$ cat src/rtl/nibble_selector_fifo.sv
// nibble_selector_fifo: per-lane nibble extract + combine (select/xor/add)
// feeding a DEPTH-entry valid/ready output FIFO.
module nibble_selector_fifo #(
    parameter  int DATA_W = 32,
    parameter  int NIB_W  = 4,
    parameter  int LANES  = 4,
    parameter  int DEPTH  = 2,
    localparam int NIBS   = DATA_W / NIB_W,
    localparam int IDX_W  = (NIBS > 1) ? $clog2(NIBS) : 1,
    localparam int LVL_W  = $clog2(DEPTH + 1)
) (
    input  logic                   CLK,
    input  logic                   RESET,
    input  logic [DATA_W-1:0]      DATA_A,
    input  logic [DATA_W-1:0]      DATA_B,
    input  logic [LANES*IDX_W-1:0] SEL_A,
    input  logic [LANES*IDX_W-1:0] SEL_B,
    input  logic [LANES-1:0]       SEL,
    input  logic [1:0]             MODE,
    input  logic                   IN_VALID,
    output logic                   IN_READY,
    output logic [LANES*NIB_W-1:0] NIBBLE_OUT,
    output logic [LANES-1:0]       CARRY,
    output logic                   OUT_VALID,
    input  logic                   OUT_READY,
    output logic [LVL_W-1:0]       LEVEL,
    output logic                   ERR
);

    localparam int RES_W = LANES * NIB_W;
    localparam int ENT_W = RES_W + LANES;
    localparam int PTR_W = (DEPTH > 1) ? $clog2(DEPTH) : 1;

    logic [ENT_W-1:0] r_mem [DEPTH];
    logic [PTR_W-1:0] r_wr_ptr;
    logic [PTR_W-1:0] r_rd_ptr;
    logic [LVL_W-1:0] r_level;
    logic             r_err;

    logic [RES_W-1:0] w_res;
    logic [LANES-1:0] w_carry;
    logic [LANES-1:0] w_lane_oob;
    logic             w_bad_mode;
    logic             w_beat_err;
    logic             w_push;
    logic             w_pop;
    logic [ENT_W-1:0] w_head;

    for (genvar g = 0; g < LANES; g++) begin : g_lane
        logic [IDX_W-1:0] w_ia;
        logic [IDX_W-1:0] w_ib;
        logic             w_oob_a;
        logic             w_oob_b;
        logic [NIB_W-1:0] w_a;
        logic [NIB_W-1:0] w_b;
        logic [NIB_W:0]   w_sum;
        logic [NIB_W-1:0] w_r;
        logic             w_c;

        assign w_ia    = SEL_A[g*IDX_W +: IDX_W];
        assign w_ib    = SEL_B[g*IDX_W +: IDX_W];
        assign w_oob_a = ({1'b0, w_ia} >= (IDX_W+1)'(NIBS));
        assign w_oob_b = ({1'b0, w_ib} >= (IDX_W+1)'(NIBS));
        assign w_a     = w_oob_a ? '0 : NIB_W'(DATA_A >> (w_ia * NIB_W));
        assign w_b     = w_oob_b ? '0 : NIB_W'(DATA_B >> (w_ib * NIB_W));
        assign w_sum   = {1'b0, w_a} + {1'b0, w_b};

        // Combine this lane's two nibbles; reserved mode falls back to select
        always_comb begin
            w_r = SEL[g] ? w_b : w_a;
            w_c = 1'b0;
            unique case (MODE)
                2'b01:   w_r = w_a ^ w_b;
                2'b10:   {w_c, w_r} = w_sum;
                default: w_r = SEL[g] ? w_b : w_a;
            endcase
        end

        assign w_res[g*NIB_W +: NIB_W] = w_r;
        assign w_carry[g]              = w_c;
        assign w_lane_oob[g]           = w_oob_a | w_oob_b;
    end

    assign w_bad_mode = (MODE == 2'b11);
    assign w_beat_err = w_bad_mode | (|w_lane_oob);

    assign IN_READY  = !RESET && (r_level < LVL_W'(DEPTH));
    assign OUT_VALID = (r_level != '0);
    assign w_push    = IN_VALID & IN_READY;
    assign w_pop     = OUT_VALID & OUT_READY;

    assign w_head     = r_mem[r_rd_ptr];
    assign NIBBLE_OUT = w_head[RES_W-1:0];
    assign CARRY      = w_head[ENT_W-1 -: LANES];
    assign LEVEL      = r_level;
    assign ERR        = r_err;

    function automatic logic [PTR_W-1:0] f_next(input logic [PTR_W-1:0] p);
        return (p == PTR_W'(DEPTH - 1)) ? '0 : p + 1'b1;
    endfunction

    // FIFO storage, pointers, occupancy and sticky error; reset wipes all
    always_ff @(posedge CLK or posedge RESET) begin
        if (RESET) begin
            for (int i = 0; i < DEPTH; i++) begin
                r_mem[i] <= '0;
            end
            r_wr_ptr <= '0;
            r_rd_ptr <= '0;
            r_level  <= '0;
            r_err    <= 1'b0;
        end else begin
            if (w_push) begin
                r_mem[r_wr_ptr] <= {w_carry, w_res};
                r_wr_ptr        <= f_next(r_wr_ptr);
                if (w_beat_err) begin
                    r_err <= 1'b1;
                end
            end
            if (w_pop) begin
                r_rd_ptr <= f_next(r_rd_ptr);
            end
            unique case ({w_push, w_pop})
                2'b10:   r_level <= r_level + 1'b1;
                2'b01:   r_level <= r_level - 1'b1;
                default: r_level <= r_level;
            endcase
        end
    end

endmodule

$ cat config.mk
export PLATFORM = sky130hd
export DESIGN_NAME = nibble_selector_fifo
export DESIGN_NICKNAME = d
export VERILOG_FILES = /design/src/rtl/nibble_selector_fifo.sv
export SDC_FILE = /design/constraint.sdc
export NUM_CORES = 1
export LEC_CHECK = 0
export BUFFER_PORTS_ARGS = -buffer_cell sky130_fd_sc_hd__buf_2
export CORE_MARGIN = 3
export CORE_UTILIZATION = 56
export CTS_CLUSTER_DIAMETER = 40
export DETAILED_ROUTE_END_ITERATION = 7
export HOLD_SLACK_MARGIN = 0.15
export PLACE_DENSITY = 0.86
export SLEW_MARGIN = 25
export SYNTH_ARGS = -nofsm -noshare
export SYNTH_HDL_FRONTEND = slang
export SYNTH_SLANG_ARGS = --single-unit
$ cat constraint.sdc
create_clock -name CLK -period 1.9 [get_ports CLK]
set_input_delay 0.19 -clock CLK [delete_from_list [all_inputs] [get_ports CLK]]
set_output_delay 0.19 -clock CLK [all_outputs]
set_load 0.02 [all_outputs]
==> summary.md <==
| Metric | Value |
|---|---|
| Status | `complete, but fails checks` |
| Failing checks | `negative setup slack` |
| Post-Synth Adder-Cell Area | `6.42%` |
| Leading area contributor after synthesis | `dfrtp_1` |
| #FFs+latches synth | `45` |
| Largest family of logic cells by synthesized area | `multiplexers` |
| Area of the core | `0.00881 mm^2` |
| Slew HR | `52.8%` |
| DR vias/cell | `6.75` |
| Core Util, Final | `81.7%` |
| Seq/Total Area, Yosys | `21.9%` |
| Number of synthesized flops with an enable pin | `0` |
| Clk root buf | `clkbuf_8` |
| LEAKAGE | `3.26 nW` |
| Gpl congestion | `0.973` |
| Synth warnings | `0` |
| Remaining global-route overflow | `0` |
| Post-synthesis xor/xnor area fraction | `1.36%` |
| Die width | `102 um` |
| Setup Skew | `0.0120 ns` |
| Max Cap Violations | `0` |
| Worst setup margin | `-0.257 ns` |
| IO Port Bufs | `122` |
| DR vias | `5,143` |
| Largest net degree at the start of global routing | `46` |
| Cell variety after synth | `40` |
| Top sig layer | `met4` |
| Min-delay worst type | `in2reg` |
| Initial DRC count | `457` |
| Primary FF master, synth | `dfrtp_1` |
| Routed Antenna Nets | `0` |
| Data arrival time of the worst path | `2.36 ns` |
| Final wirelength | `18,400 um` |
| Crit-path max FO | `8` |
| Per-cell routed wire length | `24.1 um` |
| Element type at the critical path end | `flop` |
| DRC | `0` |
| Post-Synth Simple-Gate Area | `8.64%` |
| Num Clock Sinks | `45` |
| Share of cells above drive strength 1 | `63.0%` |
| Clk pin slew, worst setup/hold paths | `0.09 ns` |
| Max clock buf depth | `2` |
| I/O pin total | `123` |
| Synth Net Count | `593` |
| Tmin final | `2.16 ns` |
| Mapped Avg Cell Area | `10.9 um^2` |
| Ys async rst share | `100%` |
| Part of the cycle the worst path needs | `114%` |
| Overall power | `6.31 mW` |
| Leading cell type in the layout, fill and taps excluded | `buf_2` |
| Required time worst endpoint | `2.10 ns` |
| Initial antenna violation count | `0` |
| Type of origin of the critical path | `primary input` |
| Synth Cell Area | `0.00514 mm^2` |
| Ant. Diodes | `0` |
| Post-detail-place hpwl | `12,500 um` |
| Multiplexer area fraction after synthesis | `42.2%` |
| Compound-cell area share of the yosys netlist | `13.3%` |
| Final hold viol count | `0` |
| Vias in the first global route | `5,185` |
| CP Class | `in2reg` |
| Largest cells by area after synthesis | `dfrtp_1, mux4_2, mux2_2, ha_1, mux2i_1` |
| Max-slew violation count | `0` |
| H-tree levels | `2` |
| Number of buffers created by CTS | `5` |
| Worst R2R Setup Slack | `0.30 ns` |
| P&R area growth vs syn | `39.9%` |
| Commonest cells after routing, fill and taps aside | `buf_2, buf_4, mux4_2` |
| Metal2 WL | `9280 um` |
| RSZ-0062 raised after global routing | `true` |
| Post-DP Area | `0.00649 mm^2` |
| Initial DRT Pass Iterations | `5` |
| Worst-Margin Slew | `0.709 ns` |
| Metal3 WL | `1600 um` |
| Clock Latency Late Sink | `0.30 ns` |
| Die Height | `102 um` |
| Initial Util | `58.4%` |
| Gr usage total | `33.1%` |
| Setup tns final | `-4.23 ns` |
| Max frequency | `464 MHz` |
| Post-Syn Instances | `471` |
| Final Instance Area | `0.00720 mm^2` |
| Synth top area share | `21.9%` |
| Metal1 wirelength | `6560 um` |
| Die area | `0.0104 mm^2` |
| Peak VDD IR | `485 uV` |
| Final setup fails | `30` |
| Pwr/cell area | `877 mW/mm^2` |
| First-pass GRT wire length | `26,400 um` |
| CTS tree | `yes` |
| Num rows | `34` |
| Nets | `775` |
repair_timing:
| item | 4_1_cts | 5_1_grt |
|---|---|---|
| hold endpoints to repair | 45 | 0 |
| hold buffers | 1 | 0 |
| endpoints found under the setup margin | 32 | 32 |
| cloned | 2 | 0 |
| resized for setup | 71 | 40 |
| buffers inserted | 8 | 7 |
| pin swaps | 41 | 24 |
critical path: stages:
cell	delay, ns
buf_12	0.12
mux2_4	0.31
mux4_2	0.53
ha_4	0.19
inv_2	0.05
fa_2	0.44
o21ai_2	0.17
o22ai_2	0.11
o31ai_1	0.24
per-stage QoR:
stage	hold slack (ns)	setup slack (ns)	cells
6_report	0.231	-0.257	762
5_1_grt	0.260	-0.271	762
4_1_cts	0.238	-0.171	755
3_5_place_dp	0.386	-0.599	736
3_3_place_gp	0.367	-0.528	736
2_1_floorplan	0.431	-0.462	471
report_power, final:
part           internal (mW)  total (mW)  switching, mW
Combinational           1.90        4.03           2.13
Sequential              1.40        1.65          0.250
Clock                  0.295       0.636          0.340
final timing paths:
path                                       from                     to  cells past startpoint
min                                   OUT_READY   r_rd_ptr$_DFFE_PP0P_                      3
max reg2reg                LEVEL[1]$_DFFE_PP0P_   LEVEL[1]$_DFFE_PP0P_                      5
min reg2reg                     ERR$_DFFE_PP0P_        ERR$_DFFE_PP0P_                      1
max in group asynchronous                 RESET  r_mem[24]$_DFFE_PP0P_                      4
max                                    SEL_A[9]  r_mem[13]$_DFFE_PP0P_                      9
min in group asynchronous                 RESET   r_wr_ptr$_DFFE_PP0P_                      4
cells by family (layout without fill, tap and decap cells):
logic type	after synthesis	in the layout
multiplexers	147	147
AND/OR/NAND/NOR	96	96
AO/OA/AOI/OAI	94	94
buffers and inverters	57	240
flip-flops	45	45
adder cells (fa/ha/maj)	24	24
XOR/XNOR	8	8
synth_stat cells (all sizes together), types with 12 or more instances:
master,n
inv,25
o21ai,19
mux4,47
mux2i,19
dfrtp,45
ha,20
o31ai,24
clkbuf,16
nor2b,12
nand2,41
buf,16
mux2,81
nor2,24
area by class of cell:
cell class	instances	area [um^2]
Multi-Input combinational cell	369	4250
Clock inverter	2	13.8
Sequential cell	45	1130
Inverter	25	93.8
Fill cell	484	1610
Timing Repair Buffer	207	1500
Tap cell	108	135
Clock buffer	6	82.6
sequential cells by signal, summed over array words and instances, names as in the netlist:
| signal | cells |
|---|---|
| ERR | 1 |
| r_mem | 40 |
| r_wr_ptr | 1 |
| r_rd_ptr | 1 |
| LEVEL | 2 |
layer usage:
metal	global-route usage, %	vias to the layer above
met5	0	-
met4	13.9	0
met3	5.53	96
met2	59.1	357
met1	39.5	2518
li1	-	2172
No activity file was read; power rests on OpenSTA's default activity.
